[src/rtl/tpu_drv_pkg.sv]
// tpu_drv_pkg
// Shared definitions for the TPU host driver: FSM state encoding, bit
// positions on the TPU control/status pins and byte-count defaults.
// Optional feature macro used by the driver: TPU_DRV_PERF_CNT_EN.
package tpu_drv_pkg;

  typedef enum logic [2:0] {
    IDLE,
    LOAD,
    WAIT_DONE,
    COLLECT,
    RESP
  } state_t;

  // Control pin bit positions (tpu_ctrl_out)
  localparam int LOAD_EN_BIT   = 0;
  localparam int TRANSPOSE_BIT = 1;
  localparam int ACT_BIT       = 2;
  // Status pin bit position (tpu_status_in)
  localparam int DONE_BIT      = 7;

  // Byte counts per command
  localparam int DEF_NUM_LOAD      = 8;
  localparam int DEF_NUM_RES_BYTES = 8;

  // Compose the control pin word; unused upper bits are always zero.
  function automatic logic [7:0] ctrl_word(input logic load_en,
                                           input logic trans,
                                           input logic act);
    logic [7:0] w;
    w                = '0;
    w[LOAD_EN_BIT]   = load_en;
    w[TRANSPOSE_BIT] = trans;
    w[ACT_BIT]       = act;
    return w;
  endfunction

endpackage

[src/rtl/tpu_result_assembler.sv]
// tpu_result_assembler
// Eight-byte capture register for the TPU result stream. The driver FSM
// selects which byte slot to write; clear zeroes every slot (used on new
// commands and on aborts so no stale or partial result is presented).
// Ports:
//   clk, rst        clock, synchronous active-high reset
//   clear           zero all captured bytes
//   cap_en, cap_idx write cap_data into byte slot cap_idx
//   cap_data        byte from the TPU data pins
//   c00..c11        16-bit results, {hi byte, lo byte}
module tpu_result_assembler (
  input  logic        clk,
  input  logic        rst,
  input  logic        clear,
  input  logic        cap_en,
  input  logic [2:0]  cap_idx,
  input  logic [7:0]  cap_data,
  output logic [15:0] c00,
  output logic [15:0] c01,
  output logic [15:0] c10,
  output logic [15:0] c11
);

  logic [63:0] bytes_flat;

  generate
    for (genvar gi = 0; gi < 8; gi++) begin : g_byte
      logic [7:0] b_reg;
      always_ff @(posedge clk) begin
        if (rst || clear) begin
          b_reg <= '0;
        end else if (cap_en && (cap_idx == 3'(gi))) begin
          b_reg <= cap_data;
        end
      end
      assign bytes_flat[gi*8 +: 8] = b_reg;
    end
  endgenerate

  // Stream order is c00 lo, c00 hi, c01 lo, ... so words fall out in order.
  assign c00 = bytes_flat[15:0];
  assign c01 = bytes_flat[31:16];
  assign c10 = bytes_flat[47:32];
  assign c11 = bytes_flat[63:48];

endmodule

[src/rtl/tpu_host_driver.sv]
// tpu_host_driver
// Host-side master for the 2x2 TPU pin interface. Accepts one command per
// cmd_valid/cmd_ready handshake, streams 4 weight bytes then 4 input bytes
// with load_en high, waits for the TPU done flag, captures 8 result bytes
// and presents four 16-bit results on a res_valid/res_ready port.
// Ports:
//   clk, rst                  clock, synchronous active-high reset
//   cmd_*                     command handshake and operands
//   tpu_data_out/tpu_ctrl_out TPU input pins (ctrl: [0]load_en [1]transpose [2]activation)
//   tpu_data_in/tpu_status_in TPU output pins (status: [7]done)
//   res_*                     result handshake; res_timeout=1 marks an aborted command
//   busy                      driver not idle
// Optional feature: define TPU_DRV_PERF_CNT_EN to add perf_cycles[15:0],
// the saturating cycle count from command acceptance to first res_valid.
module tpu_host_driver
  import tpu_drv_pkg::*;
#(
  parameter int NUM_LOAD      = DEF_NUM_LOAD,
  parameter int NUM_RES_BYTES = DEF_NUM_RES_BYTES,
  parameter int TIMEOUT       = 64
) (
  input  logic        clk,
  input  logic        rst,
  input  logic        cmd_valid,
  output logic        cmd_ready,
  input  logic [31:0] cmd_weights,
  input  logic [31:0] cmd_inputs,
  input  logic        cmd_transpose,
  input  logic        cmd_activation,
  output logic [7:0]  tpu_data_out,
  output logic [7:0]  tpu_ctrl_out,
  input  logic [7:0]  tpu_data_in,
  input  logic [7:0]  tpu_status_in,
  output logic        res_valid,
  input  logic        res_ready,
  output logic [15:0] res_c00,
  output logic [15:0] res_c01,
  output logic [15:0] res_c10,
  output logic [15:0] res_c11,
  output logic        res_timeout,
  output logic        busy
`ifdef TPU_DRV_PERF_CNT_EN
  ,
  output logic [15:0] perf_cycles
`endif
);

  state_t      state_reg, state_next;
  logic [2:0]  idx_reg, idx_next;
  logic [7:0]  wait_cnt_reg, wait_cnt_next;
  logic [63:0] operands_reg, operands_next;
  logic        trans_reg, trans_next;
  logic        act_reg, act_next;
  logic        cmd_ready_reg, cmd_ready_next;
  logic        busy_reg, busy_next;
  logic        res_valid_reg, res_valid_next;
  logic        res_timeout_reg, res_timeout_next;
  logic [7:0]  data_out_reg, data_out_next;
  logic [7:0]  ctrl_out_reg, ctrl_out_next;
  logic        abort_next;
  logic        accept;
  logic        cap_en;
  logic [2:0]  cap_idx;
  logic        asm_clear;
  logic        done;

  assign done = tpu_status_in[DONE_BIT];

  // Only the done flag matters to the driver; the other status bits are ignored.
  logic status_unused;
  assign status_unused = &{1'b0, tpu_status_in[6:0]};

  always_ff @(posedge clk) begin
    if (rst) begin
      state_reg       <= IDLE;
      idx_reg         <= '0;
      wait_cnt_reg    <= '0;
      operands_reg    <= '0;
      trans_reg       <= 1'b0;
      act_reg         <= 1'b0;
      cmd_ready_reg   <= 1'b1;
      busy_reg        <= 1'b0;
      res_valid_reg   <= 1'b0;
      res_timeout_reg <= 1'b0;
      data_out_reg    <= '0;
      ctrl_out_reg    <= '0;
    end else begin
      state_reg       <= state_next;
      idx_reg         <= idx_next;
      wait_cnt_reg    <= wait_cnt_next;
      operands_reg    <= operands_next;
      trans_reg       <= trans_next;
      act_reg         <= act_next;
      cmd_ready_reg   <= cmd_ready_next;
      busy_reg        <= busy_next;
      res_valid_reg   <= res_valid_next;
      res_timeout_reg <= res_timeout_next;
      data_out_reg    <= data_out_next;
      ctrl_out_reg    <= ctrl_out_next;
    end
  end

  always_comb begin
    state_next    = state_reg;
    idx_next      = idx_reg;
    wait_cnt_next = wait_cnt_reg;
    abort_next    = res_timeout_reg;
    accept        = 1'b0;
    cap_en        = 1'b0;
    cap_idx       = idx_reg;
    asm_clear     = 1'b0;

    case (state_reg)
      IDLE: begin
        if (cmd_valid && cmd_ready_reg) begin
          accept     = 1'b1;
          asm_clear  = 1'b1;
          idx_next   = '0;
          state_next = LOAD;
        end
      end
      LOAD: begin
        if (idx_reg == 3'(NUM_LOAD - 1)) begin
          idx_next      = '0;
          wait_cnt_next = '0;
          state_next    = WAIT_DONE;
        end else begin
          idx_next = idx_reg + 3'd1;
        end
      end
      WAIT_DONE: begin
        // The byte on the pins in the cycle done is first seen is byte 0.
        if (done) begin
          cap_en     = 1'b1;
          cap_idx    = '0;
          idx_next   = 3'd1;
          state_next = COLLECT;
        end else if (wait_cnt_reg == 8'(TIMEOUT - 1)) begin
          abort_next = 1'b1;
          asm_clear  = 1'b1;
          state_next = RESP;
        end else begin
          wait_cnt_next = wait_cnt_reg + 8'd1;
        end
      end
      COLLECT: begin
        if (done) begin
          cap_en = 1'b1;
          if (idx_reg == 3'(NUM_RES_BYTES - 1)) begin
            state_next = RESP;
          end else begin
            idx_next = idx_reg + 3'd1;
          end
        end else begin
          // Done fell early: discard the partial result.
          abort_next = 1'b1;
          asm_clear  = 1'b1;
          state_next = RESP;
        end
      end
      RESP: begin
        if (res_ready) begin
          state_next = IDLE;
        end
      end
      default: state_next = IDLE;
    endcase

    operands_next = accept ? {cmd_inputs, cmd_weights} : operands_reg;
    trans_next    = accept ? cmd_transpose : trans_reg;
    act_next      = accept ? cmd_activation : act_reg;

    // Outputs are registered from the next state so they line up with it.
    cmd_ready_next   = (state_next == IDLE);
    busy_next        = (state_next != IDLE);
    res_valid_next   = (state_next == RESP);
    res_timeout_next = (state_next == RESP) ? abort_next : 1'b0;
    data_out_next    = (state_next == LOAD) ? operands_next[{idx_next, 3'b000} +: 8] : 8'd0;
    ctrl_out_next    = (state_next == IDLE) ? 8'd0
                     : ctrl_word(state_next == LOAD, trans_next, act_next);
  end

  tpu_result_assembler u_asm (
    .clk      (clk),
    .rst      (rst),
    .clear    (asm_clear),
    .cap_en   (cap_en),
    .cap_idx  (cap_idx),
    .cap_data (tpu_data_in),
    .c00      (res_c00),
    .c01      (res_c01),
    .c10      (res_c10),
    .c11      (res_c11)
  );

  assign cmd_ready    = cmd_ready_reg;
  assign busy         = busy_reg;
  assign res_valid    = res_valid_reg;
  assign res_timeout  = res_timeout_reg;
  assign tpu_data_out = data_out_reg;
  assign tpu_ctrl_out = ctrl_out_reg;

`ifdef TPU_DRV_PERF_CNT_EN
  logic [15:0] perf_reg;
  always_ff @(posedge clk) begin
    if (rst) begin
      perf_reg <= '0;
    end else if (accept) begin
      perf_reg <= '0;
    end else if ((state_reg == LOAD || state_reg == WAIT_DONE || state_reg == COLLECT)
                 && (perf_reg != 16'hFFFF)) begin
      perf_reg <= perf_reg + 16'd1;
    end
  end
  assign perf_cycles = perf_reg;
`endif

endmodule
[config.mk]
export PLATFORM = sky130hd
export DESIGN_NAME = tpu_host_driver
export DESIGN_NICKNAME = d
export VERILOG_FILES = /design/src/rtl/tpu_drv_pkg.sv /design/src/rtl/tpu_result_assembler.sv /design/src/rtl/tpu_host_driver.sv
export SDC_FILE = /design/constraint.sdc
export NUM_CORES = 1
export LEC_CHECK = 0
export CAP_MARGIN = 20
export CORE_MARGIN = 2
export CORE_UTILIZATION = 49
export DETAILED_ROUTE_END_ITERATION = 10
export PLACE_DENSITY = 0.79
export SYNTH_ARGS = -nofsm -noshare
export SYNTH_HDL_FRONTEND = slang
export SYNTH_SLANG_ARGS = --single-unit
[constraint.sdc]
create_clock -name clk -period 3.1 [get_ports clk]
set_clock_uncertainty 0.1 [all_clocks]
set_input_delay 0.62 -clock clk [delete_from_list [all_inputs] [get_ports clk]]
set_output_delay 0.62 -clock clk [all_outputs]
set_load 0.01 [all_outputs]
# Word-level counts from Yosys, hierarchy flattened

Index checks and enable logic that the tools add are counted.

Register bits: 164
Bits in latches: 0
Bits in writable memories: 0
Bits in read-only memories: 0
Input bits: 86
Output and inout bits: 84
Memories kept: 0

Add/sub/neg operators: 2
Multipliers: 0
Div/mod/pow operators: 0
Magnitude comparators: 0
Eq/ne operators: 20
Shift-type cells: 1
Multiplexer cells: 35
Bitwise gates (word level): 2
Reductions and logical operators: 22

Operators by type and width:

| kind                                          | number |
|---|---|
| 2-to-1 mux 64 bit                             | 1 |
| variable part select 64 x 7 -> 8 bit          | 1 |
| 2-to-1 mux 3 bit                              | 14 |
| 2-to-1 mux 8 bit                              | 3 |
| == test 3 bit, second input constant          | 7 |
| case mux 8 bit (2 select lines)               | 1 |
| case mux 3 bit (5 select lines)               | 1 |
| == test 3 x 2 -> 1 bit, second input constant | 4 |
| 2-to-1 mux 1 bit                              | 12 |
| case mux 3 bit (4 select lines)               | 1 |
| != test 2 bit, second input constant          | 5 |
| == test 3 x 1 -> 1 bit, second input constant | 3 |
| logical AND 1 bit                             | 9 |
| zero test 3 bit                               | 3 |
| adder 8 x 1 -> 8 bit, second input constant   | 1 |
| == test 8 x 6 -> 1 bit, second input constant | 1 |
| AND reduction 4 bit                           | 2 |
| OR reduction 2 bit                            | 4 |
| nonzero test 2 bit                            | 2 |
| adder 3 x 1 -> 3 bit, second input constant   | 1 |
| case mux 1 bit (3 select lines)               | 1 |
| nonzero test 3 bit                            | 1 |
| inverter 1 bit                                | 2 |
| case mux 1 bit (2 select lines)               | 1 |
| logical OR 1 bit                              | 1 |

# Longest topological paths before layout

Depth in word-level cells: 7
Mapped depth: 12
Depth with buffers taken out: 10

# By module

From an unflattened synthesis, not the netlist that was laid out.

Cell total of the unflattened synthesis: 790
Area, all modules: 7531.0 sq um

By module, submodules not included:

| module               | times used | cells an instance | area an instance (sq um) | seq. area each (sq um) |
|---|---|---|---|---|
| tpu_host_driver      | 1          | 546               | 4710.8                   | 1901.8 |
| tpu_result_assembler | 1          | 244               | 2820.2                   | 1281.2 |

# Least setup slack after synthesis

OpenSTA, ideal clock, no wires.

Path kind: flip-flop to flip-flop
From: register idx_reg[1]
To: register data_out_reg[7], in the netlist tpu_data_out[7]
Setup time: 118 ps
Arrival time: 2079 ps
Data required time: 2882 ps
Slack: 803 ps
Stages on the path, launching flop included: 10
Buffers on the path: 1
Period minus slack after synthesis: 2297 ps
Cell sequence: dfxtp_1 -> ha_1 -> ha_1 -> and4bb_2 -> a2111oi_4 -> nor2_4 -> or2_0 -> buf_2 -> o221ai_1 -> nor2_1

Word-level cells in the longest chain between the ends: 7
Elaborated cells on any way between the ends: 16
Classes of those cells: add/sub: 1; eq/ne: 2; shift: 1; mux: 10; bitwise: 1; reduce/logical: 1

Ends and longest elaborated chain:

| item                                                                         | line                  | RTL |
|---|---|---|
| start, declared                                                              | tpu_host_driver.sv:49 | `logic [2:0] idx_reg, idx_next;` |
| start signal, assigned                                                       | tpu_host_driver.sv:89 | `idx_reg <= idx_next;` |
| parallel branches: the longest is 7 deep, another holds adder 3 x 1 -> 3 bit | --                    |  |
| end signal, assigned                                                         | tpu_host_driver.sv:98 | `data_out_reg <= data_out_next;` |
| end, declared                                                                | tpu_host_driver.sv:58 | `logic [7:0] data_out_reg, data_out_next;` |

Parallel ways; which one is timed is not known.
A chain may end at the register's enable or synchronous reset.

# Worst setup path in the final report

From: register idx_reg[0]
To: register data_out_reg[1], in the netlist tpu_data_out[1]

The elaborated chain is that of the path after synthesis.

==> results.cfg <==
[finish]
stdcell_area_um2 = 8812
fillCellCount = 985
mostFrequentLayoutCell = mux2i_1
nets = 881
area_growth_pct = 36.39
num_antenna_cells = 0
most-common-layout-cells = mux2i_1, dfxtp_1, nor2_1, clkdlybuf4s50_1, clkbuf_16
drive_above_1_share = 0.07846

[route]
vias = 5012
wl_per_cell_um = 16.38
vias_per_cell = 5.141
drt-initial-drc-count = 298
wl_um = 15970
dr.pass1.iters = 5
ant_nets = 0
drc = 0

[floorplanning]
initial_utilization = 0.5079
io_pins = 170
dieArea_um2 = 14120
fp.coreArea_um2 = 12720
die_h_um = 118.8
die_w_um = 118.8
row_count = 41

[critical_path]
required_ns = 3.35
critPathLaunchType = flip-flop
max_stage_delay_ns = 0.50
crit_top_cell = ha_1
rr_endpoint = tpu_data_out[1]$_SDFF_PP0_
cp-end-kind = flip-flop
reg2reg_from = idx_reg[0]$_SDFF_PP0_
reg2regPathDepth = 11
crit_family = adder cells
path_cells = ha_1 -> ha_1 -> inv_1 -> ha_1 -> nand2_1 -> a32oi_1 -> o2bb2ai_2 -> buf_12 -> mux2i_1 -> o221ai_1 -> nor2_1
regToRegSetupSlack_ns = 0.26
worst_path_max_delay_cell = dfxtp_1
crit_type = flip-flop to flip-flop
path_max_fanout = 18
worstPathArrival_ns = 3.09
crit_buf_inv = 2

[global_route]
grt_antenna_before_repair = 0
grt_pass1_vias = 5113
grt_start_max_net_pins = 65
grt_pass1_wl_um = 25470
grt_use_total = 0.2268
grt-ovfl-total = 0

[place]
place_area_um2 = 8212
numPortBuffers = 157
pre_cts_ws_ns = 0.1080
dpl.hpwl_um = 11380
gp_congestion = 0.8193

[power_and_ir_drop]
ir_drop_mv = 0.3855
p_leak_nw = 3.534
p_per_area_nw_per_um2 = 552.3

[synthesis]
synth_cell_types = 52
syn_inst = 639
yosysWarnings = 0
yosys_register_bits = 159
seq_area_frac_synth = 0.4926
syn_area_per_cell_um2 = 10.11
synth_edf_count = 0
syn_area_um2 = 6461
synth-main-ff-cell = dfxtp_1
async_flop_share = 0

[cts]
cts_tree = yes
cts_setup_buffers = 0
cts_buffers = 17
clk_latency_ns = 0.42
path_clk_slew_ns = 0.06
cts.sinks = 159
clk_path_buf_depth = 2
htree_levels = 4
cts-root-buf = clkbuf_16
post_cts_resized = 0
cts_hold_buf = 0

[sta]
maxSlewViolCount = 0
slew_headroom = 0.4977
rsz0062_at_grt = false
min_period_ns = 2.838
tightest_slew_ns = 0.7484
timing.fmax_mhz = 352.4
fin_ws_ns = 0.2622
whs_ns = 0.3870
finalHoldViolCount = 0
fin_setup_tns_ns = 0
setup_viol = 0
final.period_utilization = 0.9154

[status]
outcome = finished, final reports clean

[hold_path]
hold_path.startpoint = operands_reg[14]$_SDFF_PP0_
hp-class = flip-flop to flip-flop
hold_path_depth = 2
hold_end = operands_reg[14]$_SDFF_PP0_

[run]
cap_violations = 0
[how the worst max path moves through the flow]
stage	from	end	slack, ns	cells after the start
floorplan	idx_reg[1]$_SDFF_PP0_	tpu_data_out[7]$_SDFF_PP0_	0.80	9
global placement	tpu_status_in[7]	tpu_data_out[7]$_SDFF_PP0_	0.21	7
detailed placement	tpu_status_in[7]	tpu_data_out[7]$_SDFF_PP0_	0.11	7
CTS	idx_reg[0]$_SDFF_PP0_	tpu_data_out[2]$_SDFF_PP0_	0.25	11
global route	idx_reg[0]$_SDFF_PP0_	tpu_data_out[2]$_SDFF_PP0_	0.02	11
finish	idx_reg[0]$_SDFF_PP0_	tpu_data_out[1]$_SDFF_PP0_	0.26	11
[layer usage]
metal,track usage,share of wire,vias up
li1,-,-,2476
met1,0.2729,0.43,2406
met3,0.05029,0.040,14
met2,0.3958,0.51,116
met5,0,0,-
met4,0.08333,0.014,0
[cell usage after synthesis (3+ instances only)]
cell	instances	area share
buf_6	3	0.0052
dfxtp_1	159	0.49
nor2b_1	3	0.0029
xnor2_1	4	0.0054
o221ai_1	8	0.011
buf_4	10	0.012
nand3_1	6	0.0046
buf_1	11	0.0064
mux2i_1	163	0.25
nand2_1	12	0.0070
ha_1	5	0.0097
nor2_1	156	0.091
o22ai_1	8	0.0077
inv_1	7	0.0041
nor3_4	3	0.0076
clkbuf_1	13	0.0076
a21oi_1	9	0.0070
nor3_1	8	0.0062
buf_2	8	0.0062
nand2b_1	4	0.0039
o21ai_0	3	0.0023
[final cells by class]
type | instances | area [um2] | area share
timing repair buffer | 174 | 1757 | 0.1993
clock inverter | 10 | 136.4 | 0.01548
tap | 172 | 215.2 | 0.02442
inverter | 9 | 33.78 | 0.003834
multi-input combinational | 429 | 3023 | 0.3430
clock buffer | 22 | 464.2 | 0.05268
sequential | 159 | 3183 | 0.3612
[report_power, final]
group	switching, mW	leakage [nW]	internal (mW)	total [mW]
sequential	0.0307	1.29	2.12	2.15
clock	0.806	0.286	1.31	2.11
combinational	0.308	1.96	0.293	0.601
[logic make-up after synthesis]
kind of cell	count (synthesis)	share of synthesized area
simple gates	204	0.1402
mux	164	0.2543
flops	159	0.4926
buf+inv	55	0.04299
compound gates	45	0.05151
xor+xnor	6	0.008133
fa+ha+maj	5	0.009682
other cells	1	0.0005804
[through the flow]
step	total power, mW	instances	utilization
global route	5.027	975	0.6927
CTS	4.891	975	0.6927
global placement	2.773	943	0.6455
finish	4.867	975	0.6927
floorplan	2.559	643	-
detailed placement	2.795	943	0.6455
[tightest hold or removal path, cell delays in order, from the launching register on]
cell     delay, ns
dfxtp_1       0.30
mux2i_1       0.07
nor2_1        0.08
No activity file was read; power rests on OpenSTA's default activity.
